File: src/rtl/digital_gates_pkg.sv
// Shared definitions for the two-input gate evaluator: result-vector bit
// positions and the reference truth table indexed by {A,B}.
package digital_gates_pkg;

    localparam int unsigned RES_W    = 8;

    localparam int unsigned IDX_AND  = 7;
    localparam int unsigned IDX_OR   = 6;
    localparam int unsigned IDX_NOTA = 5;
    localparam int unsigned IDX_NOTB = 4;
    localparam int unsigned IDX_NAND = 3;
    localparam int unsigned IDX_NOR  = 2;
    localparam int unsigned IDX_XOR  = 1;
    localparam int unsigned IDX_XNOR = 0;

    typedef logic [RES_W-1:0] gate_vec_t;

    // Entry order {A,B} = 00, 01, 10, 11; bit order AND..XNOR, MSB first.
    localparam gate_vec_t EXPECTED_TABLE [0:3] = '{
        8'b0011_1101,
        8'b0110_1010,
        8'b0101_1010,
        8'b1100_0001
    };

endpackage : digital_gates_pkg

File: src/rtl/digital_gates_gate_eval.sv
// Combinational evaluation of all eight two-input gate functions from the
// captured operands, packed into one result vector.
module gate_eval
    import digital_gates_pkg::*;
(
    input  logic      a_q_i,
    input  logic      b_q_i,
    output gate_vec_t result_o
);

    // Build the result vector bit by bit from the shared index map.
    always_comb begin
        result_o           = '0;
        result_o[IDX_AND]  = a_q_i & b_q_i;
        result_o[IDX_OR]   = a_q_i | b_q_i;
        result_o[IDX_NOTA] = ~a_q_i;
        result_o[IDX_NOTB] = ~b_q_i;
        result_o[IDX_NAND] = ~(a_q_i & b_q_i);
        result_o[IDX_NOR]  = ~(a_q_i | b_q_i);
        result_o[IDX_XOR]  = a_q_i ^ b_q_i;
        result_o[IDX_XNOR] = ~(a_q_i ^ b_q_i);
    end

endmodule : gate_eval

File: src/rtl/digital_gates.sv
// Top level: registers the two operands and fans the evaluated gate vector
// out to the eight discrete output pins.
module digital_gates
    import digital_gates_pkg::*;
(
    input  logic clk,
    input  logic rst,
    input  logic a,
    input  logic b,
    output logic and_out,
    output logic or_out,
    output logic not_out_a,
    output logic not_out_b,
    output logic nand_out,
    output logic nor_out,
    output logic xor_out,
    output logic xnor_out
);

    logic      a_d;
    logic      b_d;
    logic      a_q;
    logic      b_q;
    gate_vec_t gates_s;

    assign a_d = a;
    assign b_d = b;

    // Operand capture; reset forces both operands low without a clock edge.
    always_ff @(posedge clk or posedge rst) begin
        if (rst) begin
            a_q <= 1'b0;
            b_q <= 1'b0;
        end else begin
            a_q <= a_d;
            b_q <= b_d;
        end
    end

    gate_eval u_gate_eval (
        .a_q_i    (a_q),
        .b_q_i    (b_q),
        .result_o (gates_s)
    );

    assign and_out   = gates_s[IDX_AND];
    assign or_out    = gates_s[IDX_OR];
    assign not_out_a = gates_s[IDX_NOTA];
    assign not_out_b = gates_s[IDX_NOTB];
    assign nand_out  = gates_s[IDX_NAND];
    assign nor_out   = gates_s[IDX_NOR];
    assign xor_out   = gates_s[IDX_XOR];
    assign xnor_out  = gates_s[IDX_XNOR];

endmodule : digital_gates

File: config.mk
export PLATFORM = sky130hd
export DESIGN_NAME = digital_gates
export DESIGN_NICKNAME = d
export VERILOG_FILES = /design/src/rtl/digital_gates_pkg.sv /design/src/rtl/digital_gates_gate_eval.sv /design/src/rtl/digital_gates.sv
export SDC_FILE = /design/constraint.sdc
export NUM_CORES = 1
export LEC_CHECK = 0
export CORE_AREA = 2 2 39 41
export CTS_BUF_LIST = sky130_fd_sc_hd__clkbuf_4 sky130_fd_sc_hd__clkbuf_8
export CTS_CLUSTER_SIZE = 8
export DETAILED_ROUTE_END_ITERATION = 8
export DIE_AREA = 0 0 41 43
export PLACE_DENSITY = 0.43
export SYNTH_ARGS = -nofsm -noshare
export SYNTH_HDL_FRONTEND = slang
export SYNTH_SLANG_ARGS = --single-unit
File: constraint.sdc
create_clock -name clk -period 1.7 [get_ports clk]
set_input_delay 0.425 -clock clk [delete_from_list [all_inputs] [get_ports clk]]
set_output_delay 0.425 -clock clk [all_outputs]
set_load 0.03 [all_outputs]
**After elaboration in Yosys (flattened, before gate mapping)**

Index checks and enable logic that the tools add are counted.

- Register bits after elaboration: 2
- Bits of input ports: 4
- Word-level logic and storage cells: 10

- Bitwise logic cells: 8

Operators by type and width:

| kind | count |
|---|---|
| NOT 1 bit | 5 |
| AND 1 bit | 1 |
| OR 1 bit | 1 |
| bitwise XOR 1 bit | 1 |

**Depth between registers and ports, before layout**

Gate-level depths: netlist of run 1.

- Depth in word-level cells: 2
- Gate-level depth with buffers: 3

**Hierarchy**

Synthesis of run 1 repeated with hierarchy kept, for this count alone.

- Cells, all modules: 12
- Area total of the unflattened synthesis: 122.6 um^2

By module, submodules not included:

| module | instances | cells each | area an instance (um^2) |
|---|---|---|---|
| gate_eval | 1 | 9 | 68.8 |
| digital_gates | 1 | 3 | 53.8 |

**Worst setup path after synthesis of run 1**

OpenSTA, ideal clock, no wires.

- Path kind: register to output
- Start point: register a_q
- End point: output xnor_out
- Arrival time: 1.274 ns
- Path slack: 0.001 ns
- Stages on the path, launching flop included: 4
- Path buffers: 0
- Cells stage by stage: dfrtp_1 -> inv_1 -> ha_1 -> inv_1

- Cells in the longest elaborated chain, start to end: 2

RTL lines:

| element | line | RTL |
|---|---|---|
| from (decl) | digital_gates.sv:22 | `logic a_q;` |
| from (signal assigned) | digital_gates.sv:32 | `a_q <= 1'b0;` |
| from (signal assigned) | digital_gates.sv:35 | `a_q <= a_d;` |
| bitwise XOR 1 bit | -- |  |
| named net xor_out | digital_gates.sv:16 | `output logic xor_out,` |
| NOT 1 bit | digital_gates_gate_eval.sv:21 | `result_o[IDX_XNOR] = ~(a_q_i ^ b_q_i);` |
| to (decl) | digital_gates.sv:17 | `output logic xnor_out` |

The timed path passes the listed nets, and every way through them passes these cells.

**Worst setup path after layout of run 1**

- Start point: register b_q
- End point: output xnor_out

- Cells in the longest elaborated chain, start to end: 2

RTL lines:

| element | line | RTL |
|---|---|---|
| from (decl) | digital_gates.sv:23 | `logic b_q;` |
| from (signal assigned) | digital_gates.sv:33 | `b_q <= 1'b0;` |
| from (signal assigned) | digital_gates.sv:36 | `b_q <= b_d;` |
| bitwise XOR 1 bit | digital_gates_gate_eval.sv:21 |  |
| NOT 1 bit | digital_gates_gate_eval.sv:21 |  |

Every way passes these cells.

==> results.txt, run 1 <==
- Power density over the cells: 807 nW/um^2
- CTS built an H-tree with a depth of 1.
* LEAKAGE: 0.148 nW
- Layout cells sized above 1: 34.6%
- The synthesized design spends more area on one cell type than any other, namely dfrtp_1.
- Final hold violations: 0
* Leading cell type in the layout, fill and taps excluded: inv_1
- For the final routed database, the setup TNS stands at 0 ps.
- Xor-xnor portion of the synthesized cell area: 0%
- Final setup slack of the worst path: 88.1 ps
* Area of the core: 1380 sq um
* Number of clock sinks: 2
* Slew Limit Headroom: 79.4%
* Max Fclk: 620 MHz
- GRT Overall Usage: 4.42%
- Ratio of routed vias to standard cells: 2.86
- Worst vdd rail ir drop: 0.000273 V
- Final setup vio count: 0
* Effective utilization at floorplan: 8.86%
- Number of flip-flops and latches in the synthesized netlist: 2
* Number of remaining DRC errors: 0
- After synthesis, the cell types taking the most area are dfrtp_1 (41%), ha_1 (41%), inv_1 (18%).
- For this run, the detailed router's first-pass iteration total came to 2.
- Initial antenna violation count: 0
- STA classifies the critical path startpoint as a register.
* Cell chosen for the clock root: clkbuf_4
* Path class of the lowest-slack min-delay path: input port to async pin
- Final antenna-violating net count: 0
* Worst Tran Pin Value: 310 ps
- The count of buffers added on input and output ports is 11.
* Number of distinct library cell variants in the gate-level netlist after synthesis: 3
- The portion of synthesized area spent on multiplexers is 0%.
- Simple-gate share of the synthesized area: 0%
- Average routed wire per standard cell: 7.90 um
- At the end of routability-driven placement, the weighted congestion stood at 0.547.
- Total standard cell area after synthesis: 123 sq um
- Compared with the post-synthesis result, the final layout area differs by 121%.
* Worst endpoint required time: 1270 ps
- Classification of the worst setup path: register to output pin
- In this run the vertical extent of the chip is 43 um.
- Clock Path Buffers: 2
- Buffers inserted during clock tree synthesis total 3.
- Synthesized area divided by synthesized cell count: 10.2 sq um
- 1st-iter DRT viols: 1
- The number of global-route vias before repair was 116.
- The Yosys step of the flow raised 0 warnings.
- Worst setup path endpoint: xnor_out
* Chip width: 41 um
- Vias after detailed routing: 120
* I/O pin count: 12
* Number of instances in the synthesized netlist: 12
- After clock tree synthesis, the clock-pin slew on the worst setup and hold paths is 30 ps.
- In this run the worst path has a maximum fanout of 3.
* DIE AREA: 1760 sq um
- TritonCTS built the clock tree.
* Period utilization: 94.8%
* Post-synth top area share: 40.8%
* Status: complete, no violations
- The initialized floorplan defines 14 standard-cell rows.
* Count of max-cap constraint violations: 0
- Synth Area in Compound Gates: 0%
- Setup repair after global routing left no endpoint under its margin.
- The number of nets handed over by synthesis was 20.
- Critical path origin: b_q
- Worst setup slack before clock tree synthesis: 85.4 ps
- Summing the sequential cell areas from Yosys gives 40.8% of the chip area.
- The library cells used most frequently in the layout, excluding fill and tap cells, are inv_1 (6), buf_4 (5).
- Final-layout fill cell count: 149
- After Yosys synthesis, full adders, half adders and majority gates account for 40.8% of the synthesized area.
- Antenna cell count: 0
* Slew Limit Fails: 0
- Combinational family with the most area after synthesis: adder cells
- GR Overflow Total: 0
- STA classifies the critical path endpoint as an output pin.
- The routed design has 332 um of wire.
* Worst endpoint data arrival time: 1190 ps
- Detail Placement HPWL: 261 um
- Final net count: 36
- Once the clock tree was built, the setup fixing pass inserted 0 buffers.
- The routed design could run at a clock period as short as 1610 ps.
- Entering global routing, the biggest net connects 4 pins.
- The first global-routing pass estimated 455 um of wire.
[state kept, by name, summed over array words and instances (netlist names)]
signal	flops
a_q	1
b_q	1
[metal layers]
layer,part of all wire [%],wire length [um],vias to the layer above,track usage [%]
met5,0,0,-,0
li1,-,-,59,-
met1,45,148,49,5.14
met2,38,126,12,4.38
met4,0,0,0,6.00
met3,17,57,0,2.62
[synthesized netlist by cell type (all sizes together)]
master	n
inv	6
dfrtp	2
ha	4
[logic make-up after synthesis]
kind of cell	Yosys count
buffers and inverters	6
adders and majority gates	4
DFF	2
[how the worst min path moves through the flow]
stage	from	to	cells past startpoint	slack (ps)
floorplan	rst	a_q	1	170
global placement	rst	a_q	2	590
detailed placement	rst	a_q	2	600
CTS	rst	a_q	2	360
global route	rst	b_q	2	380
finish	rst	b_q	2	370
[area by class of cell]
cell class              instances  area, sq um  share of cell area [%]
multi-input cells               4         62.6                    23.0
flip-flops and latches          2         50.0                    18.4
repair buffers                 11         93.8                    34.6
clock buffers                   3         22.5                    8.29
inverters                       6         22.5                    8.29
well taps                      16         20.0                    7.37
[worst max-delay path, cell delays in order, from the launching register on]
cell     delay [ps]
dfrtp_1         390
inv_1           150
ha_4            230
inv_1            50
buf_4           150
[through the flow]
step                hold WS (ps)  util [%]  power, mW  instance area [sq um]  cells
finish                       370      19.6      0.219                    272     42
global route                 381      19.6      0.239                    272     42
CTS                          364      18.7      0.226                    259     42
detailed placement           600      17.4      0.117                    240     39
global placement             587      17.4      0.116                    240     39
floorplan                    166         -     0.0894                    123     12
[repair_timing]
action / 4_1_cts / 5_1_grt
setup endpoints to repair: 3 / 1
hold buffers: 0 / 0
pin swaps: 0 / 0
resized for setup: 3 / 1
[report_power, final]
part / switching [mW] / total (mW) / internal, mW
Clock: 0.0252 / 0.103 / 0.0777
Sequential: 0.00204 / 0.0525 / 0.0504
Combinational: 0.0386 / 0.0638 / 0.0252
Total: 0.0658 / 0.219 / 0.153
Note: power is estimated with default switching activity, not from simulation.
==> run 2: changes to the inputs <==
CAP_MARGIN = 20   (was not set)
SETUP_SLACK_MARGIN = 0.1   (was not set)
==> results.txt, run 2 (synthesized netlist as in run 1, its figures left out) <==
- GP Congestion: 0.502 (-8.2%)
- CTS tree: yes
- GR Overflow Total: 0 (unchanged)
- Final-layout fill cell count: 155 (+4.0%)
- The clock buffer count from CTS was 3 (unchanged).
- The relative slew slack is 79.2% (-0.20 points).
- Setup repair after global routing could not meet its margin everywhere.
- The count of final setup violators is 0 (unchanged).
- The final critical-path required period was 1550 ps (-65.5 ps).
* I/O pin count: 12 (unchanged)
- Compared with the post-synthesis result, the final layout area differs by 119%.
- Final net count: 36 (unchanged)
- The cell sitting at the root of the clock tree is a clkbuf_4.
* 1st-iter DRT viols: 3 (+2)
* DIE AREA: 1760 sq um (unchanged)
- Drt first pass iters: 2 (unchanged)
- The H-tree level count was 1 (unchanged).
- The detailed-route vias per instance came to 2.98 (+4.2%).
- The max capacitance violation total was 0 (unchanged).
- Leading cell type in the layout, fill and taps excluded: buf_4
- The run finished with clean final reports.
* Std cell rows: 14 (unchanged)
* Via count of the first global-routing pass: 124 (+6.9%)
- PnR Total Power: 0.221 mW (+0.96%)
* Die Y: 43 um (unchanged)
* Path class of the lowest-slack min-delay path: input port to async pin
- The final-report max-slew violation count is 0 (unchanged).
* Area of the core: 1380 sq um (unchanged)
- # port buffers: 11 (unchanged)
- Clock Path Buffers: 2 (unchanged)
* Period utilization: 91.0% (-3.9 points)
- The clock transition at the registers of the reported paths is 30 ps (about the same).
* Effective utilization at floorplan: 8.86% (unchanged)
- The static leakage was 0.142 nW (-4.3%).
- The estimated wirelength of the detail-placed design was 264 um (+1.2%).
- The area after detailed placement is 243 sq um (+1.0%).
* Chip width: 41 um (unchanged)
* Registers with the most flip-flops: a_q (1), b_q (1)
* Average routed wire per standard cell: 7.71 um (-2.4%)
- Total Routed Length: 324 um (-2.4%)
- The areal power density over the cells was 822 nW/um^2 (+1.9%).
- The total global routing track utilization is 5.02% (+0.60 points).
* Max Fclk: 647 MHz (+4.2%)
* Final hold violations: 0 (unchanged)
- The largest net degree at the start of global routing came to 4 (unchanged).
- Vias after detailed routing: 125 (+4.2%)
- Non-Filler Cell Area, Final: 269 sq um (-0.92%)
- Classification of the worst setup path: register to output pin
- The antenna cell count was 0 (unchanged).
- Final antenna-violating net count: 0 (unchanged)
* Initial antenna violation count: 0 (unchanged)
* Cts hold-fix bufs: 0 (unchanged)
- Number of clock sinks: 2 (unchanged)
* Worst endpoint data arrival time: 1120 ps (-70 ps)
- Worst endpoint required time: 1270 ps (about the same)
- Layout cells sized above 1: 50.0% (+15 points)
- The count of unresolved DRC violations after routing is 0 (unchanged).
- The setup TNS after final layout is 0 ps (unchanged).
- Max Fanout on Critical Path: 3 (unchanged)
* Wire length of the first global-routing pass: 503 um (+11%)
- CP endpoint kind: output pin
- The worst setup path is launched from a register.
- Worst Tran Pin Value: 313 ps (+3.07 ps)
- The maximum resistive drop on vdd is 0.000262 V (-4.0%).
-- run 2: critical path, cell delays in order, from the launching register on --
cell     delay [ps]
dfrtp_1         380
inv_2            80
ha_4            270
inv_2            30
buf_4           150
-- run 2: final cells by class --
cell class	instances	area, sq um	share of cell area [%]
Timing Repair Buffer	11	91.3	34.0
Multi-Input combinational cell	4	62.6	23.3
Sequential cell	2	50.0	18.6
Clock buffer	3	22.5	8.37
Inverter	6	22.5	8.37
Tap cell	16	20.0	7.44
-- run 2: worst max-delay path by stage --
stage	startpoint	end	cells past startpoint
global placement	b_q	and_out	2
finish	b_q	xnor_out	4
CTS	b_q	and_out	2
detailed placement	b_q	and_out	2
floorplan	a_q	xnor_out	3
global route	a_q	not_out_a	2
-- run 2: metrics by stage --
stage	setup slack, ps	instances	hold WS [ps]	util (%)
after global routing	93.3	42	372	19.4
after CTS	87.4	42	371	19.6
after floorplan	213	12	166	-
after global placement	93.1	39	588	17.5
after detailed placement	71.5	39	600	17.5
final	154	42	369	19.4
-- run 2: layer usage --
layer,up-vias,routed length (um),track usage (%)
li1,59,-,-
met1,54,137,4.82
met2,12,107,4.69
met3,0,79,5.76
met4,0,0,6.00
met5,-,0,0
-- run 2: report_power, final --
group / switching (mW) / internal, mW
clock network: 0.0260 / 0.0778
logic: 0.0388 / 0.0258
registers: 0.00242 / 0.0504
-- run 2: what timing repair did --
item	4_1_cts	5_1_grt
pin swaps	0	0
resized for setup	4	3
setup buffers	0	0
endpoints found under the setup margin	4	4
